File: config.mk
export PLATFORM = sky130hd
export DESIGN_NAME = psum_bank_acc
export DESIGN_NICKNAME = d
export VERILOG_FILES = /design/src/rtl/psum_bank_acc.sv
export SDC_FILE = /design/constraint.sdc
export NUM_CORES = 2
export LEC_CHECK = 0
export CORE_UTILIZATION = 25
export DETAILED_ROUTE_END_ITERATION = 6
export PLACE_DENSITY = 0.45
export SKIP_LAST_GASP = 1
export SYNTH_ARGS = -nofsm -noshare
export SYNTH_HDL_FRONTEND = slang
export SYNTH_SLANG_ARGS = --single-unit
File: constraint.sdc
create_clock -name clk -period 12.13 [get_ports clk]
set_input_delay 2.426 -clock clk [delete_from_list [all_inputs] [get_ports clk]]
set_output_delay 2.426 -clock clk [all_outputs]
set_load 0.01 [all_outputs]
File: src/rtl/psum_bank_acc.sv
// rtl/psum_bank_acc.sv - multi-bank partial-sum accumulation buffer with in-order drain
module psum_bank_acc #(
  parameter int DWIDTH    = 32,
  parameter int PE_DWIDTH = 16,
  parameter int AWIDTH    = 4,
  parameter int NBANK     = 2
) (
  input  logic                     clk,
  input  logic                     rstn,
  input  logic [AWIDTH-1:0]        cfg_len_m1,
  input  logic                     cfg_sat,
  input  logic                     in_valid,
  output logic                     in_ready,
  input  logic [PE_DWIDTH-1:0]     in_data,
  input  logic                     in_first,
  input  logic                     in_last,
  output logic                     out_valid,
  input  logic                     out_ready,
  output logic [DWIDTH-1:0]        out_data,
  output logic                     out_sat,
  output logic                     out_last,
  output logic [$clog2(NBANK)-1:0] out_bank,
  output logic                     busy
);
  localparam int BW    = $clog2(NBANK);
  localparam int DEPTH = 2**AWIDTH;

  typedef enum logic [1:0] {B_FREE, B_ACC, B_DRAIN} bank_st_e;

  bank_st_e          bank_st_q  [NBANK];
  bank_st_e          bank_st_d  [NBANK];
  logic [AWIDTH-1:0] bank_len_q [NBANK];
  logic [AWIDTH-1:0] bank_len_d [NBANK];
  logic [DWIDTH-1:0] mem_q      [NBANK][DEPTH];
  logic              flag_q     [NBANK][DEPTH];

  logic [BW-1:0]     acc_bank_q, acc_bank_d;
  logic [AWIDTH-1:0] idx_q, idx_d, len_q, len_d, p_len;
  logic              sat_q, sat_d, first_q, first_d, last_q, last_d, rdy_en_q;
  logic              at_idx0, p_sat, p_first, p_last, pass_end, accept, start_tile;

  logic                 s1_valid_q, s1_valid_d, s1_sat_q, s1_sat_d;
  logic                 s1_first_q, s1_first_d, s1_fin_q, s1_fin_d;
  logic [BW-1:0]        s1_bank_q, s1_bank_d;
  logic [AWIDTH-1:0]    s1_idx_q, s1_idx_d;
  logic [PE_DWIDTH-1:0] s1_data_q, s1_data_d;
  logic [DWIDTH-1:0]    rd_data_q, rd_data_d;
  logic                 rd_flag_q, rd_flag_d;

  logic              s2_valid_q, s2_valid_d, s2_flag_q, s2_flag_d;
  logic [BW-1:0]     s2_bank_q, s2_bank_d;
  logic [AWIDTH-1:0] s2_idx_q, s2_idx_d;
  logic [DWIDTH-1:0] s2_sum_q, s2_sum_d;
  logic              fwd, ovf, sat_now, old_flag, flag_new;
  logic [DWIDTH-1:0] old_val, ext_val, sum_val;
  logic [DWIDTH:0]   wide;

  logic [BW-1:0]     drain_bank_q, drain_bank_d, out_bank_q, out_bank_d;
  logic [AWIDTH-1:0] didx_q, didx_d;
  logic              dissued_q, dissued_d, out_valid_q, out_valid_d;
  logic              out_sat_q, out_sat_d, out_last_q, out_last_d, drain_done, bank_busy;
  logic [DWIDTH-1:0] out_data_q, out_data_d;

  // Pass control: stall rules, idx/len latching at idx 0, bank advance, stage-1 capture with registered read
  always_comb begin
    at_idx0    = (idx_q == '0);
    p_len      = at_idx0 ? cfg_len_m1 : len_q;
    p_sat      = at_idx0 ? cfg_sat    : sat_q;
    p_first    = at_idx0 ? in_first   : first_q;
    p_last     = at_idx0 ? in_last    : last_q;
    in_ready   = rdy_en_q &
                 !(at_idx0 & ((in_first & (bank_st_q[acc_bank_q] != B_FREE)) |
                              (!in_first & (bank_st_q[acc_bank_q] != B_ACC))));
    accept     = in_valid & in_ready;
    pass_end   = (idx_q == p_len);
    start_tile = accept & at_idx0 & in_first;
    idx_d      = idx_q;
    len_d      = len_q;
    sat_d      = sat_q;
    first_d    = first_q;
    last_d     = last_q;
    acc_bank_d = acc_bank_q;
    if (accept) begin
      len_d   = p_len;
      sat_d   = p_sat;
      first_d = p_first;
      last_d  = p_last;
      if (pass_end) begin
        idx_d = '0;
        if (p_last) acc_bank_d = (acc_bank_q == BW'(NBANK-1)) ? '0 : acc_bank_q + 1'b1;
      end else begin
        idx_d = idx_q + 1'b1;
      end
    end
    s1_valid_d = accept;
    s1_bank_d  = acc_bank_q;
    s1_idx_d   = idx_q;
    s1_data_d  = in_data;
    s1_sat_d   = p_sat;
    s1_first_d = p_first;
    s1_fin_d   = p_last & pass_end;
    rd_data_d  = mem_q[acc_bank_q][idx_q];
    rd_flag_d  = flag_q[acc_bank_q][idx_q];
  end

  // Add stage: forward the previous beat's write when it hits the same entry, then add and clamp
  always_comb begin
    fwd      = s2_valid_q && (s2_bank_q == s1_bank_q) && (s2_idx_q == s1_idx_q);
    old_val  = s1_first_q ? '0 : (fwd ? s2_sum_q : rd_data_q);
    old_flag = s1_first_q ? 1'b0 : (fwd ? s2_flag_q : rd_flag_q);
    ext_val  = DWIDTH'($signed(s1_data_q));
    wide     = {old_val[DWIDTH-1], old_val} + {ext_val[DWIDTH-1], ext_val};
    ovf      = wide[DWIDTH] != wide[DWIDTH-1];
    sum_val  = wide[DWIDTH-1:0];
    sat_now  = 1'b0;
    if (s1_sat_q && ovf) begin
      sat_now = 1'b1;
      sum_val = wide[DWIDTH] ? {1'b1, {(DWIDTH-1){1'b0}}} : {1'b0, {(DWIDTH-1){1'b1}}};
    end
    flag_new   = old_flag | sat_now;
    s2_valid_d = s1_valid_q;
    s2_bank_d  = s1_bank_q;
    s2_idx_d   = s1_idx_q;
    s2_sum_d   = sum_val;
    s2_flag_d  = flag_new;
  end

  // Drain: registered read of drain_bank into a skid-free output register, one entry per handshake
  always_comb begin
    drain_bank_d = drain_bank_q;
    didx_d       = didx_q;
    dissued_d    = dissued_q;
    out_valid_d  = out_valid_q;
    out_data_d   = out_data_q;
    out_sat_d    = out_sat_q;
    out_last_d   = out_last_q;
    out_bank_d   = out_bank_q;
    drain_done   = out_valid_q & out_ready & out_last_q;
    if (out_valid_q & out_ready) out_valid_d = 1'b0;
    if (drain_done) begin
      drain_bank_d = (drain_bank_q == BW'(NBANK-1)) ? '0 : drain_bank_q + 1'b1;
      didx_d       = '0;
      dissued_d    = 1'b0;
    end else if ((bank_st_q[drain_bank_q] == B_DRAIN) && !dissued_q && (!out_valid_q || out_ready)) begin
      out_valid_d = 1'b1;
      out_data_d  = mem_q[drain_bank_q][didx_q];
      out_sat_d   = flag_q[drain_bank_q][didx_q];
      out_last_d  = (didx_q == bank_len_q[drain_bank_q]);
      out_bank_d  = drain_bank_q;
      didx_d      = didx_q + 1'b1;
      dissued_d   = (didx_q == bank_len_q[drain_bank_q]);
    end
  end

  // Per-bank lifecycle FREE -> ACC -> DRAIN -> FREE; the three events always target distinct banks
  always_comb begin
    bank_busy = 1'b0;
    for (int b = 0; b < NBANK; b++) begin
      bank_st_d[b]  = bank_st_q[b];
      bank_len_d[b] = bank_len_q[b];
      if (start_tile && (acc_bank_q == BW'(b))) begin
        bank_st_d[b]  = B_ACC;
        bank_len_d[b] = cfg_len_m1;
      end
      if (s1_valid_q && s1_fin_q && (s1_bank_q == BW'(b))) bank_st_d[b] = B_DRAIN;
      if (drain_done && (drain_bank_q == BW'(b))) bank_st_d[b] = B_FREE;
      if (bank_st_q[b] != B_FREE) bank_busy = 1'b1;
    end
  end

  // Control and pipeline registers
  always_ff @(posedge clk or negedge rstn) begin
    if (!rstn) begin
      for (int b = 0; b < NBANK; b++) begin
        bank_st_q[b]  <= B_FREE;
        bank_len_q[b] <= '0;
      end
      acc_bank_q <= '0;  idx_q <= '0;  len_q <= '0;  sat_q <= 1'b0;
      first_q <= 1'b0;   last_q <= 1'b0;  rdy_en_q <= 1'b0;
      s1_valid_q <= 1'b0; s1_bank_q <= '0; s1_idx_q <= '0; s1_data_q <= '0;
      s1_sat_q <= 1'b0;  s1_first_q <= 1'b0; s1_fin_q <= 1'b0;
      rd_data_q <= '0;   rd_flag_q <= 1'b0;
      s2_valid_q <= 1'b0; s2_bank_q <= '0; s2_idx_q <= '0; s2_sum_q <= '0; s2_flag_q <= 1'b0;
      drain_bank_q <= '0; didx_q <= '0; dissued_q <= 1'b0;
      out_valid_q <= 1'b0; out_data_q <= '0; out_sat_q <= 1'b0; out_last_q <= 1'b0; out_bank_q <= '0;
    end else begin
      for (int b = 0; b < NBANK; b++) begin
        bank_st_q[b]  <= bank_st_d[b];
        bank_len_q[b] <= bank_len_d[b];
      end
      acc_bank_q <= acc_bank_d;  idx_q <= idx_d;  len_q <= len_d;  sat_q <= sat_d;
      first_q <= first_d;  last_q <= last_d;  rdy_en_q <= 1'b1;
      s1_valid_q <= s1_valid_d; s1_bank_q <= s1_bank_d; s1_idx_q <= s1_idx_d; s1_data_q <= s1_data_d;
      s1_sat_q <= s1_sat_d;  s1_first_q <= s1_first_d; s1_fin_q <= s1_fin_d;
      rd_data_q <= rd_data_d; rd_flag_q <= rd_flag_d;
      s2_valid_q <= s2_valid_d; s2_bank_q <= s2_bank_d; s2_idx_q <= s2_idx_d;
      s2_sum_q <= s2_sum_d;  s2_flag_q <= s2_flag_d;
      drain_bank_q <= drain_bank_d; didx_q <= didx_d; dissued_q <= dissued_d;
      out_valid_q <= out_valid_d; out_data_q <= out_data_d; out_sat_q <= out_sat_d;
      out_last_q <= out_last_d;  out_bank_q <= out_bank_d;
    end
  end

  // Accumulator storage: write-back of the add stage; contents are meaningless until a first pass rewrites them
  always_ff @(posedge clk) begin
    if (s1_valid_q) begin
      mem_q[s1_bank_q][s1_idx_q]  <= sum_val;
      flag_q[s1_bank_q][s1_idx_q] <= flag_new;
    end
  end

  assign out_valid = out_valid_q;
  assign out_data  = out_data_q;
  assign out_sat   = out_sat_q;
  assign out_last  = out_last_q;
  assign out_bank  = out_bank_q;
  assign busy      = bank_busy | s1_valid_q;

endmodule

==> results.toml <==
[route]
ant_nets = 0
drt_iter0_markers = 2708
vias_per_cell = 4.98
vias = 29300
drc = 0
dr.pass1.iters = 6
drt-wirelength-per-cell_um = 31.0
wirelength_um = 182000

[cts]
cts_hold_buf = 0
cts_sinks = 1220
cts_tree = "yes"
cts_made_buffers = 138
postCtsSetupRepairBufs = 0
ctsHtreeMaxLevel = 4
cts_resized = 0
clockRootBuffer = "clkbuf_16"
worstSkewPairLatency_ns = 0.79
clkTransAtPathRegs_ns = 0.06
cts_max_path_buffers = 3

[logic_synthesis]
synthXorXnorAreaFrac_pct = 0.703
synth-seq-cells = 1220
synth-seq-area-share_pct = 63.8
syn-num-nets = 2782
muxShareOfSynthArea_pct = 28.9
synth_ff_type = "edfxtp_1"
synthCells = 2719
synthSimpleGateAreaFrac_pct = 1.97
synth.avg_cell_area_um2 = 20.6
yosysUniqueCellTypes = 68
synth_compound_area_share_pct = 2.14
synth_edf_count = 1056
ys_warn_count = 0
synth_top_family_by_area = "multiplexers"
synthAdderAreaFrac_pct = 0.816
syn-cell-area_um2 = 56100
async_flop_share_pct = 13.4

[worst_setup_path]
cp.arrival_ns = 7.05
rr_worst_depth = 15
cp-start-kind = "flop"
critPathCaptureType = "flop"
crit_fanout = 33
required_ns = 12.54
crit_type = "flop to flop"

[finish]
syn_to_final_growth_pct = 15.7
fillers = 21900
nets = 2861
final_cells = 5885
layout-drive-gt1-share_pct = 36.0
design_area_um2 = 64900
post-route-util_pct = 29.2

[floorplanning]
die_h_um = 476
initial_core_util_pct = 25.2
die-area_um2 = 226000
coreArea_um2 = 223000
io_pins = 65
placementRows = 173
die_w_um = 476

[timing]
slew_headroom_pct = 25.6
finalCritPeriodShare_pct = 54.7
fin_worst_skew_ns = 0.0326
maxSlewViolCount = 0
min_period_ns = 6.64
hold_ws_ns = 0.486
max_freq_mhz = 151
setup_tns_ns = 0
worst_slack_ns = 5.49
rsz0062_at_grt = "false"
finalSetupViolCount = 0
hold_viol = 0
worst_slew_pin_slew_ns = 1.12

[grt]
antenna_found_initial = 8
grt_pass1_vias = 30700
use_met2_pct = 27.3
grt_pass1_wl_um = 256000
use_met3_pct = 2.23
grt.overflow.total = 0
use_met1_pct = 22.3
grt_max_degree = 84
grt.busiest_layer = "met2"
track_usage_pct = 16.3

[min_path]
hold_depth = 0
hp-class = "flop to flop"

[placement]
dp_hpwl_um = 98400
dp.cells = 5633
gp_congestion = 0.752
portBuffers = 64
place_ws_ns = 5.59
placed_cell_area_um2 = 60500

[run_status]
outcome = "finished clean"

[power]
power_density_nw_per_um2 = 276
peakVddDrop_mv = 0.162
cellLeakagePower_nw = 20.0
finalPower_mw = 17.9

[job]
maxCapViolCount = 0
[area by class of cell]
cell class | count | area (um2) | share of cell area (%)
Clock inverter | 66 | 616 | 0.948
Clock buffer | 185 | 3840 | 5.91
Timing Repair Buffer | 135 | 1190 | 1.83
Sequential cell | 1220 | 35900 | 55.2
Antenna cell | 1 | 2.50 | 0.00385
Multi-Input combinational cell | 1292 | 19700 | 30.3
Inverter | 11 | 41.3 | 0.0636
Tap cell | 2975 | 3720 | 5.73
[per-layer routing]
layer	part of all wire, %	vias to the layer above
met4	1.5	2
met5	0.0071	-
met1	45	16500
met3	4.2	174
met2	50	801
li1	-	11800
[cell usage after synthesis, types with 2 or more instances]
cell / number / area [um2]
inv_1: 10 / 37.5
edfxtp_1: 1056 / 31700
xnor2_1: 26 / 228
nor2b_1: 5 / 31.3
o21ai_0: 24 / 120
o21bai_1: 2 / 15.0
a211oi_1: 5 / 37.5
a221oi_1: 2 / 17.5
xor2_1: 19 / 166
and4_1: 2 / 17.5
o2111ai_1: 3 / 26.3
and3_1: 4 / 25.0
o211ai_1: 2 / 15.0
nand2b_1: 9 / 56.3
o21a_1: 5 / 37.5
a21oi_1: 67 / 335
mux2i_1: 77 / 771
a21oi_2: 2 / 17.5
nand3b_1: 8 / 60.1
mux4_2: 660 / 14900
nor4_1: 4 / 25.0
nor2_1: 137 / 514
nand2_1: 28 / 105
o21ai_1: 4 / 20.0
nand3_1: 9 / 45.0
clkbuf_1: 109 / 409
a21o_1: 39 / 293
and2_1: 7 / 43.8
buf_2: 56 / 280
nor3_1: 6 / 30.0
or3b_2: 3 / 26.3
nand4_1: 8 / 50.1
buf_6: 6 / 67.6
ha_1: 35 / 438
mux2_2: 53 / 597
a31oi_1: 3 / 18.8
a21boi_0: 2 / 15.0
buf_1: 25 / 93.8
nor3b_1: 2 / 15.0
a2111oi_2: 2 / 30.0
dfrtp_1: 164 / 4100
or2_2: 3 / 18.8
[cell families after synthesis]
kind of cell,Yosys count
compound gates,180
xor+xnor,45
fa+ha+maj,36
buf+inv,207
flops,1220
mux,790
other cells,1
simple gates,240
[flip-flops by register name (all words and copies together) (netlist names), 4 cells and up]
register / cells
idx_q: 4
mem_q: 1024
s1_idx_q: 4
s1_data_q: 16
didx_q: 4
flag_q: 32
out_data: 32
rd_data_q: 32
bank_len_q: 8
len_q: 4
s2_idx_q: 4
bank_st_q: 4
s2_sum_q: 32
[path summary, 6_finish.rpt]
kind / start / endpoint / slack [ns]
min in group asynchronous: rstn / bank_len_q[1] / 1.69
hold / removal: s1_idx_q[3] / s2_idx_q[3] / 0.49
hold reg to reg: s1_idx_q[3] / s2_idx_q[3] / 0.49
setup / recovery: s1_idx_q[0] / mem_q[0][361] / 5.49
max in group asynchronous: rstn / out_data[8] / 9.16
setup reg to reg: s1_idx_q[0] / mem_q[0][361] / 5.49
[placed cells by master, fill, tap and decap left out, types with 6 or more instances in the layout]
master,netlist,final
o21ai_0,24,24
clkbuf_1,109,32
nor2_4,0,32
nor3_1,6,6
and2_1,7,6
nand4_1,8,8
clkbuf_16,0,143
dfrtp_4,0,10
nand3_1,9,9
mux2i_1,77,77
inv_1,10,10
buf_4,0,70
xnor2_1,26,26
clkinv_1,0,26
clkinv_2,0,17
clkdlybuf4s50_1,0,63
xor2_1,19,19
mux2_2,53,53
a21o_1,39,39
a21oi_1,67,66
nor2_1,137,105
dfrtp_1,164,153
edfxtp_1,1056,1056
mux4_2,660,660
inv_6,0,6
ha_1,35,35
bufinv_16,0,10
nand2_1,28,28
clkbuf_8,0,10
nand2b_1,9,9
nand3b_1,8,8
[power by group]
part	internal [mW]	switching [mW]	total [mW]	leakage (nW)
clock	2.43	1.74	4.17	2.17
combinational	2.47	4.09	6.55	6.44
sequential	6.76	0.455	7.21	11.4
total	11.7	6.28	17.9	20.0
[worst max-delay path, cell delays in order (launching register included)]
cell and delay [ns]:
dfrtp_1 0.46, xor2_1 0.17, nor4_1 0.38, and3_4 0.79, mux2i_1 0.31, nor2_1 0.07, ha_1 0.44, nand4_1 0.23
nor4_1 0.68, o21ai_1 0.36, a21oi_1 0.33, a2111oi_4 0.09, o21a_1 0.17, o21ai_4 0.32, buf_4 0.52, a21o_1 0.88
Note: power is estimated with default switching activity, not from simulation.
